<file path="src/rtl/sha256_nonce_worker.sv">
// SHA-256 compression worker: header block 2 (midstate + tail + nonce) or a 256-bit digest.
// Latency: out_valid rises 64/ROUNDS_PER_CYCLE+1 clocks after the accept edge.
// Backpressure: one job in flight; in_ready only in IDLE, result held until out_ready or abort.
module sha256_nonce_worker #(
  parameter int NONCE_W          = 32,
  parameter int ROUNDS_PER_CYCLE = 1
) (
  input  logic               clk,
  input  logic               reset_n,
  input  logic               in_valid,
  output logic               in_ready,
  input  logic               in_mode,
  input  logic [7:0][31:0]   in_hi,
  input  logic [2:0][31:0]   in_tail,
  input  logic [NONCE_W-1:0] in_nonce,
  input  logic [7:0][31:0]   in_digest,
  input  logic               abort,
  output logic               out_valid,
  input  logic               out_ready,
  output logic [7:0][31:0]   out_hash,
  output logic [NONCE_W-1:0] out_nonce,
  output logic               out_mode
);

  generate
    if (!(ROUNDS_PER_CYCLE == 1 || ROUNDS_PER_CYCLE == 2 || ROUNDS_PER_CYCLE == 4)) begin : g_bad_rpc
      $error("ROUNDS_PER_CYCLE must be 1, 2 or 4");
    end
    if (NONCE_W < 1 || NONCE_W > 32) begin : g_bad_nonce
      $error("NONCE_W must be in 1..32");
    end
  endgenerate

  localparam int         R      = ROUNDS_PER_CYCLE;
  localparam logic [5:0] STEP   = 6'(R);
  localparam logic [5:0] LAST_T = 6'(64 - R);

  localparam logic [7:0][31:0] IV = {
    32'h5be0cd19, 32'h1f83d9ab, 32'h9b05688c, 32'h510e527f,
    32'ha54ff53a, 32'h3c6ef372, 32'hbb67ae85, 32'h6a09e667};

  localparam logic [31:0] K [0:63] = '{
    32'h428a2f98, 32'h71374491, 32'hb5c0fbcf, 32'he9b5dba5, 32'h3956c25b, 32'h59f111f1, 32'h923f82a4, 32'hab1c5ed5,
    32'hd807aa98, 32'h12835b01, 32'h243185be, 32'h550c7dc3, 32'h72be5d74, 32'h80deb1fe, 32'h9bdc06a7, 32'hc19bf174,
    32'he49b69c1, 32'hefbe4786, 32'h0fc19dc6, 32'h240ca1cc, 32'h2de92c6f, 32'h4a7484aa, 32'h5cb0a9dc, 32'h76f988da,
    32'h983e5152, 32'ha831c66d, 32'hb00327c8, 32'hbf597fc7, 32'hc6e00bf3, 32'hd5a79147, 32'h06ca6351, 32'h14292967,
    32'h27b70a85, 32'h2e1b2138, 32'h4d2c6dfc, 32'h53380d13, 32'h650a7354, 32'h766a0abb, 32'h81c2c92e, 32'h92722c85,
    32'ha2bfe8a1, 32'ha81a664b, 32'hc24b8b70, 32'hc76c51a3, 32'hd192e819, 32'hd6990624, 32'hf40e3585, 32'h106aa070,
    32'h19a4c116, 32'h1e376c08, 32'h2748774c, 32'h34b0bcb5, 32'h391c0cb3, 32'h4ed8aa4a, 32'h5b9cca4f, 32'h682e6ff3,
    32'h748f82ee, 32'h78a5636f, 32'h84c87814, 32'h8cc70208, 32'h90befffa, 32'ha4506ceb, 32'hbef9a3f7, 32'hc67178f2};

  typedef enum logic [1:0] {IDLE, ROUND, FINAL, DONE} state_t;

  function automatic logic [31:0] rotr(input logic [31:0] x, input int unsigned n);
    return (x >> n) | (x << (32 - n));
  endfunction
  function automatic logic [31:0] bsig0(input logic [31:0] x);
    return rotr(x, 2) ^ rotr(x, 13) ^ rotr(x, 22);
  endfunction
  function automatic logic [31:0] bsig1(input logic [31:0] x);
    return rotr(x, 6) ^ rotr(x, 11) ^ rotr(x, 25);
  endfunction
  function automatic logic [31:0] ssig0(input logic [31:0] x);
    return rotr(x, 7) ^ rotr(x, 18) ^ (x >> 3);
  endfunction
  function automatic logic [31:0] ssig1(input logic [31:0] x);
    return rotr(x, 17) ^ rotr(x, 19) ^ (x >> 10);
  endfunction

  state_t               state_q;
  logic [5:0]           rnd_q;
  logic                 mode_q;
  logic [NONCE_W-1:0]   nonce_q;
  logic [7:0][31:0]     chain_q;
  logic [7:0][31:0]     wk_q, wk_d;     // a..h at index 0..7
  logic [15:0][31:0]    w_q, w_d;       // w_q[0] is W[t] for the current round
  logic                 out_valid_q;
  logic [7:0][31:0]     out_hash_q;
  logic [NONCE_W-1:0]   out_nonce_q;
  logic                 out_mode_q;

  logic [31:0]          nonce_ext;
  logic [7:0][31:0]     chain_ld;
  logic [15:0][31:0]    msg_ld;
  logic [31:0]          t1, t2, wnew;

  assign in_ready  = (state_q == IDLE);
  assign out_valid = out_valid_q;
  assign out_hash  = out_hash_q;
  assign out_nonce = out_nonce_q;
  assign out_mode  = out_mode_q;

  // Padded message block and chaining value for a job presented at the input
  always_comb begin
    nonce_ext = '0;
    nonce_ext[NONCE_W-1:0] = in_nonce;
    msg_ld   = '0;
    chain_ld = in_hi;
    if (in_mode) begin
      chain_ld = IV;
      for (int i = 0; i < 8; i++) msg_ld[i] = in_digest[i];
      msg_ld[8]  = 32'h80000000;
      msg_ld[15] = 32'h00000100;
    end else begin
      for (int i = 0; i < 3; i++) msg_ld[i] = in_tail[i];
      msg_ld[3]  = nonce_ext;
      msg_ld[4]  = 32'h80000000;
      msg_ld[15] = 32'h00000280;
    end
  end

  // R chained rounds; the window always extends by W[t+16] so no t<16 special case is needed
  always_comb begin
    wk_d = wk_q;
    w_d  = w_q;
    t1   = '0;
    t2   = '0;
    wnew = '0;
    for (int r = 0; r < R; r++) begin
      t1 = wk_d[7] + bsig1(wk_d[4]) + ((wk_d[4] & wk_d[5]) ^ (~wk_d[4] & wk_d[6]))
           + K[rnd_q + 6'(r)] + w_d[0];
      t2 = bsig0(wk_d[0]) + ((wk_d[0] & wk_d[1]) ^ (wk_d[0] & wk_d[2]) ^ (wk_d[1] & wk_d[2]));
      wnew = ssig1(w_d[14]) + w_d[9] + ssig0(w_d[1]) + w_d[0];
      w_d  = {wnew, w_d[15:1]};
      wk_d[7] = wk_d[6];
      wk_d[6] = wk_d[5];
      wk_d[5] = wk_d[4];
      wk_d[4] = wk_d[3] + t1;
      wk_d[3] = wk_d[2];
      wk_d[2] = wk_d[1];
      wk_d[1] = wk_d[0];
      wk_d[0] = t1 + t2;
    end
  end

  // Job sequencing: accept, iterate rounds, add chaining value, hold result until taken or aborted
  always_ff @(posedge clk or negedge reset_n) begin
    if (!reset_n) begin
      state_q     <= IDLE;
      rnd_q       <= '0;
      mode_q      <= 1'b0;
      nonce_q     <= '0;
      chain_q     <= '0;
      wk_q        <= '0;
      w_q         <= '0;
      out_valid_q <= 1'b0;
      out_hash_q  <= '0;
      out_nonce_q <= '0;
      out_mode_q  <= 1'b0;
    end else begin
      case (state_q)
        IDLE: begin
          if (in_valid) begin
            mode_q  <= in_mode;
            nonce_q <= in_nonce;
            chain_q <= chain_ld;
            wk_q    <= chain_ld;
            w_q     <= msg_ld;
            rnd_q   <= '0;
            state_q <= ROUND;
          end
        end
        ROUND: begin
          if (abort) begin
            rnd_q   <= '0;
            state_q <= IDLE;
          end else begin
            wk_q  <= wk_d;
            w_q   <= w_d;
            rnd_q <= rnd_q + STEP;
            if (rnd_q == LAST_T) state_q <= FINAL;
          end
        end
        FINAL: begin
          if (abort) begin
            state_q <= IDLE;
          end else begin
            for (int i = 0; i < 8; i++) out_hash_q[i] <= chain_q[i] + wk_q[i];
            out_nonce_q <= nonce_q;
            out_mode_q  <= mode_q;
            out_valid_q <= 1'b1;
            state_q     <= DONE;
          end
        end
        DONE: begin
          if (abort || out_ready) begin
            out_valid_q <= 1'b0;
            state_q     <= IDLE;
          end
        end
        default: state_q <= IDLE;
      endcase
    end
  end

endmodule

</file>
<file path="config.mk">
export PLATFORM = sky130hd
export DESIGN_NAME = sha256_nonce_worker
export DESIGN_NICKNAME = d
export VERILOG_FILES = /design/src/rtl/sha256_nonce_worker.sv
export SDC_FILE = /design/constraint.sdc
export NUM_CORES = 2
export LEC_CHECK = 0
export BUFFER_PORTS_ARGS = -buffer_cell sky130_fd_sc_hd__buf_2
export CAP_MARGIN = 20
export CORE_UTILIZATION = 54
export CTS_CLUSTER_DIAMETER = 50
export CTS_CLUSTER_SIZE = 40
export DETAILED_ROUTE_END_ITERATION = 7
export GPL_TIMING_DRIVEN = 1
export PLACE_DENSITY = 0.8
export SLEW_MARGIN = 20
export SYNTH_ARGS = -nofsm -noshare
export SYNTH_HDL_FRONTEND = slang
export SYNTH_SLANG_ARGS = --single-unit
</file>
<file path="constraint.sdc">
create_clock -name clk -period 8.65 [get_ports clk]
set_input_delay 0.865 -clock clk [delete_from_list [all_inputs] [get_ports clk]]
set_output_delay 0.865 -clock clk [all_outputs]
set_load 0.05 [all_outputs]
</file>
Word level (Yosys, flattened, before mapping)
Memory sizes are Yosys's and may differ from the RTL's.
Cells that the tools add are included.
Word-level totals
  bits in read-only memories: 2048
  bits in registers: 1355
  input bits: 646
  memory bits (writable): 0
  logic and storage cells: 140
  output and inout port bits: 291
  latch bits: 0
  memories kept: 1
Memory list
  (name not given): depth 64, bits a word 32, rd ports 1, clocked after Yosys merged registers in 0, write ports 0, RTL line 121  | + K[rnd_q + 6'(r)] + w_d[0];
Cells by class
  bitwise logic cells: 29
  muxes and demuxes: 24
  divide/modulo/power cells: 0
  shift operators: 0
  equal/unequal tests: 9
  magnitude comparators: 1
  add/subtract/negate cells: 19
  reductions and logical operators: 10
  multipliers: 0
Operators by type and width (count)
  $mux W512: 2
  $pmux W512 S2: 1
  $mux W256: 3
  $add A32 B32 Y32: 18
  $pmux W256 S2: 1
  $xor A32 B32 Y32: 9
  $and A32 B32 Y32: 5
  $mux W160: 1
  $mux W128: 1
  $mux W32: 2
  $not A32 Y32: 1
  $or A10 B32 Y32: 1
  $or A13 B32 Y32: 1
  $or A14 B32 Y32: 1
  $or A15 B32 Y32: 1
  $or A19 B32 Y32: 1
  $or A21 B32 Y32: 1
  $or A25 B32 Y32: 1
  $or A26 B32 Y32: 1
  $or A30 B32 Y32: 1
  $or A7 B32 Y32: 1
  $xor A32 B22 Y32: 1
  $xor A32 B29 Y32: 1
  $mux W6: 2
  20 further kinds: 34

Longest topological paths before layout
  word-level depth: 10
  mapped depth: 39
  gate-level depth less buffers: 37

Worst setup path after synthesis
OpenSTA, ideal clock, no wires.
  kind: register to register
  start: register rnd_q[0]
  end: register wk_q (netlist bit wk_d[60])
  arrival: 8.312 ns
  period minus slack after synthesis: 8.446 ns
  stages on the path, launching flop included: 39
  required time: 8.517 ns
  setup time: 0.133 ns
  setup slack: 0.204 ns
  path through: dfrtp_1 > clkbuf_1 > inv_1 > clkbuf_1 > ha_1 > clkbuf_1 > nand2_1 > and3_1 > o311ai_0 > o21ai_0 > fa_1 > inv_1 > ha_1 > fa_1 > a211o_1 > o211ai_1 > a21oi_1 > a41o_1 > [... 3 more ...] > nand2b_1 > a21o_1 > a21o_1 > xnor2_1 > fa_1 > inv_1 > ha_1 > a21oi_1 > o211ai_1 > or3_1 > nor3_1 > o31ai_1 > a221o_1 > a21oi_1 > a21oi_1 > nor2_1 > xor2_1 > o21ai_0
Between the ends
  longest elaborated chain between the ends: 9
Ends and longest elaborated chain
  start: declaration: RTL line 71  | logic [5:0] rnd_q;
  start signal: assignment: RTL line 170  | rnd_q <= rnd_q + STEP;
  $not A6 Y7 (implied by the code): RTL line 121
  $mem_v2 Z64 W32
  $mux W32 (implied by the code) (2 in a row): RTL line 121
  $add A32 B32 Y32 (2 in a row): RTL line 121
  $add A32 B32 Y32: RTL line 132  | wk_d[0] = t1 + t2;
  $mux W256: RTL line 164  | if (abort) begin
  $pmux W256 S2: RTL line 151  | case (state_q)
  end signal: assignment: RTL line 157  | wk_q <= chain_ld;
  end signal: assignment: RTL line 168  | wk_q <= wk_d;
  end: declaration: RTL line 75  | logic [7:0][31:0] wk_q, wk_d;
No other way between the ends. The select of a mux whose other input is x is not followed.
A chain may end at the register's enable or synchronous reset.

Worst setup path in the final report
  start: register wk_q (netlist bit wk_d[172])
  end: register wk_q (netlist bit wk_d[60])
Between the ends
  longest elaborated chain between the ends: 10
  elaborated cells on any way between the ends: 16
  those cells by class: add/sub: 5; mux: 2; bitwise: 9
Ends and longest elaborated chain
  $or A21 B32 Y32 / $or A26 B32 Y32 (equally long branches): RTL line 55  | return (x >> n) | (x << (32 - n));
  $xor A32 B32 Y32 (2 in a row): RTL line 61  | return rotr(x, 6) ^ rotr(x, 11) ^ rotr(x, 25);
  $add A32 B32 Y32: RTL line 120  | t1 = wk_d[7] + bsig1(wk_d[4]) + ((wk_d[4] & wk_d[5]) ^ (~wk_d[4] & wk_d[6]))
  $add A32 B32 Y32 *: RTL line 120
  $add A32 B32 Y32 * (2 in a row): RTL line 121
  $add A32 B32 Y32 *: RTL line 132
  $mux W256 *: RTL line 164
  $pmux W256 S2 *: RTL line 151
Every way passes the cells marked *; elsewhere a longest branch is shown, timed or not. The select of a mux whose other input is x is not followed.

==> summary.txt <==
CTS
  – Clk slew on worst S/H paths: about 0.060 ns
  – CTS root buffer: clkbuf_16
  – Clock buffer depth: 3
  – Clock buffer count from CTS: about 150
  – # Post-CTS Setup Buffers: 0
  – Worst skew pair latency: roughly 0.81 ns
  – # clock sinks: approximately 1400
  – TritonCTS clock tree: built
  – H-tree depth: 4

Worst setup path
  – Slowest stage cell, crit path: fa_1
  – CP Max Fanout: 3
  – Worst Path Required: roughly 9.3 ns
  – CP Capture Type: register
  – CP max stage delay: roughly 0.5 ns
  – Crit Path Category: reg -> reg
  – CP most frequent cell: fa_1
  – Worst R2R Start: wk_d[172]$_DFFE_PN0P_
  – Largest delay contributor family on the critical path: adder cells
  – Buffers & Inverters on Critical Path: 5
  – CP Launch Type: register
  – Critical path startpoint: wk_d[172]$_DFFE_PN0P_
  – Worst EP arrival: 8.90 ns

Worst hold path
  – Min-Delay Startpoint: in_nonce[13]
  – Hold Path Class: in -> reg

Drt
  – WL final: 340 mm
  – WL/cell: between 20 and 30 µm
  – Router iterations before antenna repair: 8
  – Via count: between 70000 and 80000
  – # DRC: 21
  – Routed vias/inst: between 6 and 7
  – Initial DRC Count: about 8800
  – ANT nets after route: 0

Outcome
  – Status: finished, violations left
  – Violated checks: design-rule violations

Global route
  – GRT overflow: 0
  – Vias in the first global route: 72900
  – Global-route wire length before repair: approximately 490 mm
  – Initial antenna violation count: 86
  – Maximum number of pins on one net before global-route repair: approximately 240
  – Total GRT Usage: approximately 43%

Synth
  – Sequential share of the synthesized area: just over 40%
  – Synthesis-stage register bit count: 1355
  – Syn avg cell area: approximately 8.7 µm²
  – Yosys warns: 0
  – Synth top cells by count: nand2_1 (1488), dfrtp_1 (1355), o21ai_0 (1149), nor2_1 (779), a21oi_1 (681)
  – Post-synth top area cell: dfrtp_1
  – Top cells by area, synth: dfrtp_1 (41%), o21ai_0 (6.9%), nand2_1 (6.7%)
  – Synth Flop Type: dfrtp_1
  – Synth top area share: approximately two fifths
  – Post-synthesis net count: between 10000 and 15000
  – Post-Synthesis Cells: ~9600
  – Number of flops mapped to enable cells by yosys: 0
  – Synth Cell Area: around 83000 µm²
  – Post-synth cell types: between 80 and 90
  – Count leader, synth: nand2_1
  – Synth async-reset ratio: 100%

STA
  – RSZ-0062 raised after global routing: false
  – Fin crit period: just over 8 ns
  – Total negative setup slack: 0 ns
  – Crit share post-route: 95.8%
  – Fmax: 0.121 GHz
  – Slew margin rel.: a little under a tenth
  – Final setup fails: 0
  – Final hold violation count: 0
  – Clock Skew: 0.0540 ns
  – Max Slew Vio Count: 0
  – Slew @ Worst Pin: between 1 and 1.5 ns

Floorplan
  – IO Pins: ~940
  – Initial core utilization: 54.7%
  – Rows: approximately 140
  – Die ar.: roughly 160000 µm²
  – Core Footprint: between 150000 and 200000 µm²
  – Die height: about 400 µm
  – Die width: between 300 and 400 µm

Cells and area
  – Final Util: around 63%
  – Area Overhead vs Synth: 14.6%
  – Fillers: 13000
  – Final net count: 11500
  – Share of layout cells above drive strength 1: 14.5%
  – Post-layout instance area: between 90000 and 100000 µm²

Run
  – Max-cap viol count: 0

Placed design
  – Detail Placement HPWL: around 260 mm
  – Dpl cell area: approximately 90000 µm²
  – Placer Congestion: ~1.1
  – # port buffers: about 940
==> kinds of logic (layout without fill, tap and decap cells) <==
family                     after synthesis  after routing  synth area share [%]
buffers and inverters                 1122           1889                  5.05
xor gates and xnor gates               584            584                  6.13
other                                    0             63                     0
muxes                                  174            174                  2.23
adders and majority gates              596            596                  10.7
DFF                                   1355           1355                  40.7
AOI/OAI and AO/OA                     2849           2849                  20.5
and+or+nand+nor                       2916           2916                  14.8
==> worst register-to-register path, delay by kind of cell (launching register included) <==
kind                       cells  cell delay, ns
and+or+nand+nor                5            1.07
buffers and inverters          5            0.51
AOI/OAI and AO/OA             14            2.58
xor gates and xnor gates       4            0.71
DFF                            1            0.39
adders and majority gates      7            2.89
==> repair_timing <==
action,in CTS,in global routing
resized for setup,0,14
hold endpoints to repair,6,0
setup endpoints to repair,0,6
hold buffers,1,0
==> cell usage in the layout, fill, tap and decap left out, types with 80 or more instances in the layout <==
master     count
nand3_1      210
buf_2        934
inv_1        470
dfrtp_1     1352
a21o_1       203
nand2_1     1486
o211ai_1      80
a31oi_1      165
a22o_1       174
nand2b_1     173
nor2_1       776
o21ai_0     1143
clkbuf_16    149
fa_1         197
ha_1         395
xnor2_1      304
buf_4        185
a21oi_1      678
mux2i_1      134
xor2_1       279
==> registers in the layout, indices dropped and copies added, names as in the netlist <==
register	flops
chain_q	256
mode_q	1
nonce_q	32
out_hash	256
out_mode	1
out_nonce	32
out_valid	1
rnd_q	6
state_q	2
w_d	480
w_q	32
wk_d	192
wk_q	64
==> path summary, 6_finish.rpt <==
check	end	slack, ns	cells after the start
worst max-delay path	wk_d[60]$_DFFE_PN0P_	0.36	35
worst min-delay path	nonce_q[13]$_DFFE_PN0P_	0.31	3
worst max register to register	wk_d[60]$_DFFE_PN0P_	0.36	35
worst min register to register	w_d[351]$_DFFE_PN0P_	0.47	2
max in group asynchronous	chain_q[13]$_DFFE_PN0P_	5.82	4
min in group asynchronous	chain_q[109]$_DFFE_PN0P_	0.58	2
==> per-layer routing <==
metal	up-vias	share of wire, %	track usage (%)
met2	4445	43	61.5
met3	899	11	11.4
met4	32	6.0	22.6
li1	34100	-	-
met5	-	0.085	0.308
met1	37600	41	58.7
==> cell type report <==
cell class	count	area, µm²	area share, %
flip-flops and latches	1355	33900	35.5
multi-input cells	7119	45400	47.5
clock inverters	110	1440	1.50
inverters	472	1770	1.85
clock buffers	162	3830	4.00
repair buffers	1145	6570	6.87
diodes	63	158	0.165
well taps	2030	2540	2.66
==> metrics by stage <==
stage / setup slack [ns] / std cells / hold slack, ns
6_report: 0.362 / 12500 / 0.305
5_1_grt: 0.00760 / 12400 / 0.291
4_1_cts: 0.101 / 12400 / 0.275
3_5_place_dp: 0.159 / 12100 / 0.452
3_3_place_gp: 0.170 / 12100 / 0.449
2_1_floorplan: 0.204 / 9596 / 0.438
Power is not shown: default switching activity piles up to over one toggle a cycle in this logic, so the estimate is an artifact.
